$ cat src/rtl/ssd_count_sequencer.sv
// Display-state sequencer: steps a 4-bit value between 0 and MAX_STATE at a
// programmable rate with one-shot/loop runs, pause/resume and an IDLE blank flag.
module ssd_count_sequencer #(
  parameter int unsigned DIV       = 50000000,
  parameter int unsigned CW        = 26,
  parameter int unsigned MAX_STATE = 10
) (
  input  logic       clk,
  input  logic       rst_n,
  input  logic       start,
  input  logic       stop,
  input  logic       mode_loop,
  input  logic       dir,
  output logic [3:0] state_out,
  output logic       step_pulse,
  output logic       busy,
  output logic       done,
  output logic       blank
);

  localparam logic [1:0] IDLE  = 2'd0;
  localparam logic [1:0] RUN   = 2'd1;
  localparam logic [1:0] PAUSE = 2'd2;
  localparam logic [1:0] DONE  = 2'd3;

  localparam logic [CW-1:0] TICK_AT = CW'(DIV - 1);
  localparam logic [3:0]    TOP     = 4'(MAX_STATE);

  logic [1:0]    fsm_q, fsm_d;
  logic [CW-1:0] pre_q, pre_d;
  logic [3:0]    val_d;
  logic          pulse_d;
  logic          hold_q, hold_d;
  logic          tick;

  assign tick = (pre_q == TICK_AT);

  // State register and registered outputs, all derived from next-state values
  always_ff @(posedge clk) begin
    if (!rst_n) begin
      fsm_q      <= IDLE;
      pre_q      <= '0;
      hold_q     <= 1'b0;
      state_out  <= 4'd0;
      step_pulse <= 1'b0;
      busy       <= 1'b0;
      done       <= 1'b0;
      blank      <= 1'b1;
    end else begin
      fsm_q      <= fsm_d;
      pre_q      <= pre_d;
      hold_q     <= hold_d;
      state_out  <= val_d;
      step_pulse <= pulse_d;
      busy       <= (fsm_d == RUN) || (fsm_d == PAUSE);
      done       <= (fsm_d == DONE);
      blank      <= (fsm_d == IDLE);
    end
  end

  // Next-state, prescaler and step logic; priority is stop > start > tick
  always_comb begin
    fsm_d   = fsm_q;
    pre_d   = pre_q;
    val_d   = state_out;
    pulse_d = 1'b0;
    hold_d  = 1'b0;

    case (fsm_q)
      IDLE: begin
        if (start && !stop) begin
          fsm_d = RUN;
          pre_d = '0;
          val_d = dir ? TOP : 4'd0;
        end
      end

      RUN: begin
        if (stop) begin
          fsm_d = PAUSE;
        end else if (tick) begin
          pre_d = '0;
          if (!dir) begin
            if (state_out < TOP) begin
              val_d   = state_out + 4'd1;
              pulse_d = 1'b1;
            end else if (mode_loop) begin
              val_d   = 4'd0;
              pulse_d = 1'b1;
            end else begin
              fsm_d = DONE;
            end
          end else begin
            if (state_out != 4'd0) begin
              val_d   = state_out - 4'd1;
              pulse_d = 1'b1;
            end else if (mode_loop) begin
              val_d   = TOP;
              pulse_d = 1'b1;
            end else begin
              fsm_d = DONE;
            end
          end
        end else begin
          pre_d = pre_q + CW'(1);
        end
      end

      PAUSE: begin
        // hold_q remembers stop from the previous PAUSE cycle; a second one aborts
        if (stop) begin
          if (hold_q) begin
            fsm_d = IDLE;
            pre_d = '0;
            val_d = 4'd0;
          end else begin
            hold_d = 1'b1;
          end
        end else if (start) begin
          fsm_d = RUN;
        end
      end

      DONE: begin
        if (stop) begin
          fsm_d = IDLE;
          pre_d = '0;
          val_d = 4'd0;
        end else if (start) begin
          fsm_d = RUN;
          pre_d = '0;
          val_d = dir ? TOP : 4'd0;
        end
      end

      default: begin
        fsm_d = IDLE;
        pre_d = '0;
        val_d = 4'd0;
      end
    endcase
  end

endmodule

$ cat config.mk
export PLATFORM = sky130hd
export DESIGN_NAME = ssd_count_sequencer
export DESIGN_NICKNAME = d
export VERILOG_FILES = /design/src/rtl/ssd_count_sequencer.sv
export SDC_FILE = /design/constraint.sdc
export NUM_CORES = 1
export LEC_CHECK = 0
export BUFFER_PORTS_ARGS = -buffer_cell sky130_fd_sc_hd__clkbuf_2
export CAP_MARGIN = 20
export CORE_UTILIZATION = 50
export DETAILED_ROUTE_END_ITERATION = 8
export GPL_TIMING_DRIVEN = 0
export PLACE_DENSITY = 0.68
export SETUP_SLACK_MARGIN = 0.3
export SYNTH_ARGS = -nofsm -noshare
export SYNTH_HDL_FRONTEND = slang
export SYNTH_SLANG_ARGS = --single-unit
$ cat constraint.sdc
create_clock -name clk -period 2.5 [get_ports clk]
set_input_delay 0.125 -clock clk [delete_from_list [all_inputs] [get_ports clk]]
set_output_delay 0.125 -clock clk [all_outputs]
set_load 0.005 [all_outputs]
# [Word level (Yosys, flattened, before mapping)]
# Cells that the tools add are included.
[totals] ff_bits=37 input_bits=6 output_inout_bits=8 elab_cells=79
[op_classes] add_sub_neg=3 n_lt_le_gt_ge=1 eq_ne=15 mux=39 bitwise_logic=3 reduce_logical=10
[ops] op="26-bit two-way mux" count=7
[ops] op="26-bit case mux with 4 select lines" count=1
[ops] op="4-bit two-way mux" count=13
[ops] op="26-bit by 1-bit adder with 26-bit output, second input constant" count=1
[ops] op="26-bit == test, second input constant" count=1
[ops] op="2-bit two-way mux" count=11
[ops] op="4-bit case mux with 4 select lines" count=1
[ops] op="2-bit inequality test, second input constant" count=5
[ops] op="2-bit == test, second input constant" count=4
[ops] op="4-bit inequality test, second input constant" count=2
[ops] op="2-bit case mux with 4 select lines" count=1
[ops] op="8-bit AND reduction" count=1
[ops] op="1-bit two-way mux" count=5
[ops] op="5-bit AND reduction" count=1
[ops] op="4-bit by 1-bit adder with 4-bit output, second input constant" count=1
[ops] op="2-bit by 1-bit == test with 1-bit output, second input constant" count=2
[ops] op="2-bit logical NOT" count=2
[ops] op="4-bit less-than comparator, second input constant" count=1
[ops] op="4-bit nonzero test" count=1
[ops] op="4-bit OR reduction" count=1
[ops] op="4-bit by 1-bit subtractor with 4-bit output, second input constant" count=1
[ops] op="3-bit inequality test, second input constant" count=1
[ops] op="1-bit NOT" count=3
[ops] op="3-bit AND reduction" count=1
[ops] op="other kinds (3)" count=3

# [Logic depth before layout (Yosys ltp)]
# Gate-level depths: netlist (run 1).
[logic_depth] ltp_word=8 ltp_mapped=7 ltp_nobuf=7

# [Worst setup path after synthesis (run 1)]
# Ideal clock, no wire load.
[synth_path] path_type="reg2reg" from="reg pre_q[11]" to="reg pre_q[0]" setup_time_ps=115 t_arrival_ps=1722 required_ps=2385 setup_slack_ps=663 path_stages_with_launch=7 n_path_buf=1 synth_period_minus_slack_ps=1837 path_cell_list="dfxtp_1 > or4_4 > nor4_4 > a21oi_2 > o21ai_4 > buf_12 > nor2_2"
[synth_between] elab_chain_cells=4
[synth_rtl] element="start: declaration" line="30" rtl="logic [CW-1:0] pre_q, pre_d;"
[synth_rtl] element="start signal: assignment" line="51" rtl="pre_q <= pre_d;"
[synth_rtl] element="26-bit == test" line="36" rtl="assign tick = (pre_q == TICK_AT);"
[synth_rtl] element="26-bit two-way mux" line="81" rtl="end else if (tick) begin"
[synth_rtl] element="26-bit two-way mux" line="79" rtl="if (stop) begin"
[synth_rtl] element="26-bit case mux with 4 select lines" line="69" rtl="case (fsm_q)"
# No other way between the ends. The select of a mux whose other input is x is not followed.
# A chain may end at the register's enable or synchronous reset.

# [Final worst setup path (run 1)]
[layout_path] from="reg pre_q[0]" to="reg pre_q[22]"
[layout_between] elab_chain_cells=4 word_cells_on_any_way=5 classes_between="1 x add/sub; 1 x eq/ne; 3 x mux"
[layout_rtl] element="26-bit by 1-bit adder with 26-bit output / 26-bit == test (equally long branches)" line="105, 36"
[layout_rtl] element="26-bit two-way mux (*)" line="81"
[layout_rtl] element="26-bit two-way mux (*)" line="79"
[layout_rtl] element="26-bit case mux with 4 select lines (*)" line="69"
# Mark *: on every way between the ends. The rest lies on a longest branch, timed or not. The select of a mux whose other input is x is not followed.

==> results.json, run 1 <==
{
  "ys_types": 50,
  "fin_crit_sh_pct": 80.6,
  "crit_chain": "ha_2 -> nand2_1 -> nor4_2 -> nand4b_1 -> xor2_1 -> nor2_2",
  "synth_area_sq_um": 2100,
  "synth_warnings": 0,
  "dieArea_sq_um": 4450,
  "critPathKind": "flip-flop to flip-flop",
  "ctsHoldBuffers": 0,
  "n_antenna_cell": 0,
  "synth_seq_area_share_pct": 35.3,
  "yosys-top-cells-area": "dfxtp_1 35%, xor2_1 7.1%, nor2_2 6.0%",
  "synth_edf_count": 0,
  "worst_clock_skew_ns": 0.00515,
  "cts-root-buf": "clkbuf_8",
  "crit_arrival_ns": 2.21,
  "async_flop_share_pct": 0,
  "period_minus_slack_ns": 2.01,
  "p_clk_share_pct": 36.5,
  "startpoint_type": "flip-flop",
  "wirelength_met1_microns": 2150,
  "avgSynthCellArea_sq_um": 8.92,
  "outcome": "complete, no violations",
  "critPathBufInv": 0,
  "path_clk_slew_ns": 0.08,
  "nets": 263,
  "drive_above_1_share_pct": 21.7,
  "start_util_pct": 52.4,
  "htree_levels": 2,
  "fmax_ghz": 0.497,
  "io_buffers": 10,
  "synth_fp_nets": 245,
  "maxCapViolations": 0,
  "crit_required_ns": 2.69,
  "dp_cells": 295,
  "std_cell_rows": 23,
  "relSlewSlack_pct": 58.6,
  "clockBufferDepth": 2,
  "regArea_sq_um": 741,
  "ant_nets": 0,
  "cts_tree": "done",
  "drt-pass1-iter-count": 4,
  "grt_usage_pct": 21.4,
  "area_growth_pct": 9.97,
  "hp-class": "input pin to flip-flop",
  "seqPwrFrac_pct": 53.6,
  "grt_pass1_wl_microns": 7130,
  "cp-end-kind": "flip-flop",
  "drc": 0,
  "first_iter_violations": 88,
  "p_sw_uw": 300,
  "hold_ws_ns": 0.115,
  "place_area_sq_um": 2210,
  "wl_per_cell_microns": 14.4,
  "wl_met2_microns": 2050,
  "clkLatencyLatePin_ns": 0.29,
  "ir_worst_vdd_v": 0.000395,
  "hold_viol": 0,
  "cts_buffers": 5,
  "synth_ff_type": "dfxtp_1",
  "p_leak_nw": 0.793,
  "cp_top_family": "simple AND/OR/NAND/NOR gates",
  "worst_slew_pin_slew_ns": 0.616,
  "place.gp.congestion": 0.800,
  "path_max_fanout": 6,
  "synth_top_cell_by_area": "dfxtp_1",
  "rsz0062_at_grt": "no",
  "slowest_stage": "nor4_2",
  "synthDominantCellAreaShare_pct": 35.3,
  "routed.top_layer": "met4",
  "dp_hpwl_microns": 3140,
  "intPower_uw": 833,
  "numClockSinks": 37,
  "viasPerCell": 5.74,
  "drv_slew": 0,
  "overflow": 0,
  "ys_seq_elements": 37,
  "multi_input_area_sq_um": 1270,
  "fill_cells": 372,
  "wl_met3_microns": 116,
  "vias": 1745,
  "synth_top_cells_by_count": "37 x dfxtp_1, 20 x nor2_2, 17 x nand2_1, 17 x xor2_1",
  "finalInstanceArea_sq_um": 2300,
  "pin_count": 14,
  "die_h_microns": 66.7,
  "instances_no_fill": 304,
  "setup_viol": 0,
  "powerDensity_nw_per_um2": 491,
  "tns_ns": 0,
  "cp_slowest_stage_delay_ns": 0.60,
  "netlist_instances": 235,
  "swShare_pct": 26.5,
  "synth.most_common_cell": "dfxtp_1",
  "grt_antenna_before_repair": 0,
  "die_x_microns": 66.7,
  "wirelength_microns": 4380,
  "core_sq_um": 4000,
  "pwr-share-comb_pct": 9.9,
  "grt_max_degree": 13,
  "grt_pass1_vias": 1539
}
-- path summary, 6_finish.rpt --
kind / from / end / slack, ns / cells after the start
max: pre_q[0]$_SDFFE_PN0P_ / pre_q[22]$_SDFFE_PN0P_ / 0.49 / 6
min reg2reg: pre_q[1]$_SDFFE_PN0P_ / pre_q[1]$_SDFFE_PN0P_ / 0.51 / 2
max reg2reg: pre_q[0]$_SDFFE_PN0P_ / pre_q[22]$_SDFFE_PN0P_ / 0.49 / 6
min: stop / step_pulse$_SDFF_PP0_ / 0.12 / 2
-- cell type report --
type                       count  share of cell area [%]
buffer                        10                    3.15
multi-input combinational    184                    55.1
sequential                    37                    32.1
inverter                       4                   0.651
clock inverter                 3                   0.760
clock buffer                   5                    2.99
timing repair buffer          11                    2.50
tap                           50                    2.71
-- state kept, by name, summed over array words and instances (netlist names) --
register,count
blank,1
busy,1
done,1
fsm_q,2
hold_q,1
pre_q,26
state_out,4
step_pulse,1
-- per-layer routing --
layer	vias up	GRT usage, %
met1	823	27.8
met3	6	4.62
met2	22	34.8
met5	-	0
met4	0	7.18
li1	894	-
-- cell families after synthesis --
logic type / count (synthesis) / share of synthesized area (%)
AOI/OAI and AO/OA: 32 / 11.3
xor gates and xnor gates: 24 / 10.0
adders and majority gates: 4 / 2.39
buffers and inverters: 14 / 4.18
DFF: 37 / 35.3
muxes: 2 / 0.955
and+or+nand+nor: 122 / 35.8
-- layout by cell type, fill, tap and decap left out, drive strengths merged, types with 3 or more instances in the layout --
| cell | count |
|---|---|
| buf | 6 |
| nor2b | 3 |
| nand4b | 3 |
| nand4 | 14 |
| a21oi | 8 |
| o21ai | 8 |
| and3 | 6 |
| ha | 4 |
| clkbuf | 20 |
| nor2 | 33 |
| nand3 | 13 |
| nor4 | 8 |
| xor2 | 17 |
| nand2 | 17 |
| xnor2 | 7 |
| inv | 4 |
| nand2b | 4 |
| dfxtp | 37 |
| and4 | 3 |
| nor3 | 7 |
| o211ai | 5 |
-- timing repair --
item | in CTS | in global routing
resized for setup | 0 | 1
setup endpoints to repair | 0 | 2
setup buffers | 0 | 1
-- power groups by stage --
stage,clock network (mW),registers [mW],logic [mW]
6_report,0.414,0.607,0.112
5_1_grt,0.452,0.609,0.123
4_1_cts,0.424,0.607,0.112
3_5_place_dp,0,0.621,0.111
3_3_place_gp,0,0.621,0.112
2_1_floorplan,0,0.619,0.0842
-- through the flow --
| step | total power, mW | util, % | setup WS [ns] |
|---|---|---|---|
| 2_1_floorplan | 0.704 | - | 0.663 |
| 3_3_place_gp | 0.732 | 55.2 | 0.470 |
| 3_5_place_dp | 0.732 | 55.2 | 0.450 |
| 4_1_cts | 1.14 | 57.4 | 0.432 |
| 5_1_grt | 1.18 | 57.6 | 0.359 |
| 6_report | 1.13 | 57.6 | 0.486 |
(Power assumes the default switching activity.)
==> run 2, diff against run 1 <==
--- a/config.mk
+++ b/config.mk
@@ -10,7 +10,7 @@
 export CORE_UTILIZATION = 50
 export DETAILED_ROUTE_END_ITERATION = 8
 export GPL_TIMING_DRIVEN = 0
-export PLACE_DENSITY = 0.68
+export PLACE_DENSITY = 0.7
 export SETUP_SLACK_MARGIN = 0.3
 export SYNTH_ARGS = -nofsm -noshare
 export SYNTH_HDL_FRONTEND = slang
==> constraint.sdc (replaced) <==
create_clock -name clk -period 1.81 [get_ports clk]
set_input_delay 0.0905 -clock clk [delete_from_list [all_inputs] [get_ports clk]]
set_output_delay 0.0905 -clock clk [all_outputs]
set_load 0.005 [all_outputs]
==> results.json, run 2 (synthesized netlist as in run 1, its figures left out) <==
{
  "outcome": "complete, but fails checks",
  "violations": "setup timing",
  "place_area_sq_um": 2210,
  "setup_slack_ns": -0.114,
  "startpoint_type": "flip-flop",
  "cts_buffers": 5,
  "crit_required_ns": 1.99,
  "fin_crit_sh_pct": 106,
  "dieArea_sq_um": 4450,
  "grt_util_met3_pct": 4.62,
  "place.gp.congestion": 0.847,
  "setup_viol": 28,
  "numClockSinks": 37,
  "area_growth_pct": 22.7,
  "period_minus_slack_ns": 1.92,
  "overflow": 0,
  "rsz0062_at_grt": "yes",
  "finalInstanceArea_sq_um": 2570,
  "hp-class": "input pin to flip-flop",
  "fill_cells": 347,
  "drc": 0,
  "vias": 1783,
  "nets": 273,
  "grt_antenna_before_repair": 0,
  "fin_total_pwr_mw": 1.62,
  "grt_usage_pct": 22.2,
  "die_h_microns": 66.7,
  "dp_hpwl_microns": 3140,
  "grt_pass1_wl_microns": 7330,
  "die_x_microns": 66.7,
  "regArea_sq_um": 762,
  "grt_max_degree": 11,
  "layout_common_cells": "24 x dfxtp_1, 17 x nor2_2, 17 x xor2_1, 16 x nand2_1",
  "final_common_cell": "dfxtp_1",
  "htree_levels": 2,
  "hold_ws_ns": 0.0997,
  "hold_viol": 0,
  "std_cell_rows": 23,
  "wl_per_cell_microns": 14.6,
  "cts_tree": "done",
  "worst_slew_pin_slew_ns": 0.503,
  "top_register": "pre_q",
  "first_iter_violations": 80,
  "path_clk_slew_ns": 0.07,
  "clockBufferDepth": 2,
  "multi_input_area_sq_um": 1400,
  "n_antenna_cell": 0,
  "maxCapViolations": 0,
  "powerDensity_nw_per_um2": 628,
  "cts-root-buf": "clkbuf_8",
  "viasPerCell": 5.70,
  "met2_usage_pct": 34.5,
  "drv_slew": 0,
  "cp-end-kind": "flip-flop",
  "critPathBufInv": 2,
  "crit_chain": "or4bb_4 -> nor4_4 -> a21oi_2 -> o21ai_4 -> buf_12 -> buf_12 -> nor2_2",
  "drt-pass1-iter-count": 4,
  "pin_count": 14,
  "crit_top_cell": "buf_12",
  "core_sq_um": 4000,
  "ir_worst_vdd_v": 0.000383,
  "crit_arrival_ns": 2.11,
  "relSlewSlack_pct": 66.5,
  "p_leak_nw": 0.913,
  "cp_slowest_stage_delay_ns": 0.54,
  "largest_register_ffs": 26,
  "ant_nets": 0,
  "critPathKind": "flip-flop to flip-flop",
  "clkLatencyLatePin_ns": 0.29,
  "top_regs": "pre_q x26, state_out x4, fsm_q x2",
  "path_max_fanout": 10,
  "drive_above_1_share_pct": 34.6,
  "slowest_stage": "or4bb_4",
  "cp_top_family": "simple AND/OR/NAND/NOR gates",
  "fmax_ghz": 0.520,
  "io_buffers": 10,
  "use_met1_pct": 29.9,
  "wirelength_microns": 4560,
  "worst_clock_skew_ns": 0.00648,
  "top_usage_layer": "met2",
  "start_util_pct": 52.4,
  "grt_pass1_vias": 1561
}
-- run 2: final cells by class --
cell class | count | share of cell area, %
Timing Repair Buffer | 21 | 6.57
Tap cell | 50 | 2.43
Clock buffer | 7 | 3.36
Sequential cell | 37 | 29.6
Buffer | 10 | 3.11
Multi-Input combinational cell | 184 | 54.3
Inverter | 4 | 0.584
-- run 2: metrics by stage --
step	setup TNS [ns]	instances	setup slack [ns]	util, %
6_report	-2.67	313	-0.114	64.3
5_1_grt	-4.77	313	-0.190	64.3
4_1_cts	-2.58	313	-0.110	62.8
3_5_place_dp	-3.38	295	-0.225	55.3
3_3_place_gp	-3.16	295	-0.193	55.3
2_1_floorplan	0	235	0.0000597	-
-- run 2: path summary, 6_finish.rpt --
check,start,to,slack [ns],cells past startpoint
setup reg to reg,pre_q[13]$_SDFFE_PN0P_,pre_q[25]$_SDFFE_PN0P_,-0.11,7
hold reg to reg,pre_q[1]$_SDFFE_PN0P_,pre_q[1]$_SDFFE_PN0P_,0.51,2
setup / recovery,pre_q[13]$_SDFFE_PN0P_,pre_q[25]$_SDFFE_PN0P_,-0.11,7
hold / removal,stop,step_pulse$_SDFF_PP0_,0.1,2
-- run 2: power breakdown --
part / leakage, nW / internal [mW] / switching [mW]
sequential: 0.306 / 0.825 / 0.0160
combinational: 0.563 / 0.0907 / 0.108
clock: 0.0443 / 0.302 / 0.275
total: 0.913 / 1.22 / 0.399
-- run 2: repair_timing --
action	CTS	global route
hold buffers	0	0
endpoints found under the setup margin	34	34
pin swaps	8	9
cloned	1	0
resized for setup	28	16
setup buffers	10	0
-- run 2: routing by layer --
metal / vias to the layer above / wire length [microns]
met1: 851 / 2240
met5: - / 0
li1: 906 / -
met3: 5 / 140
met2: 21 / 2130
met4: 0 / 44
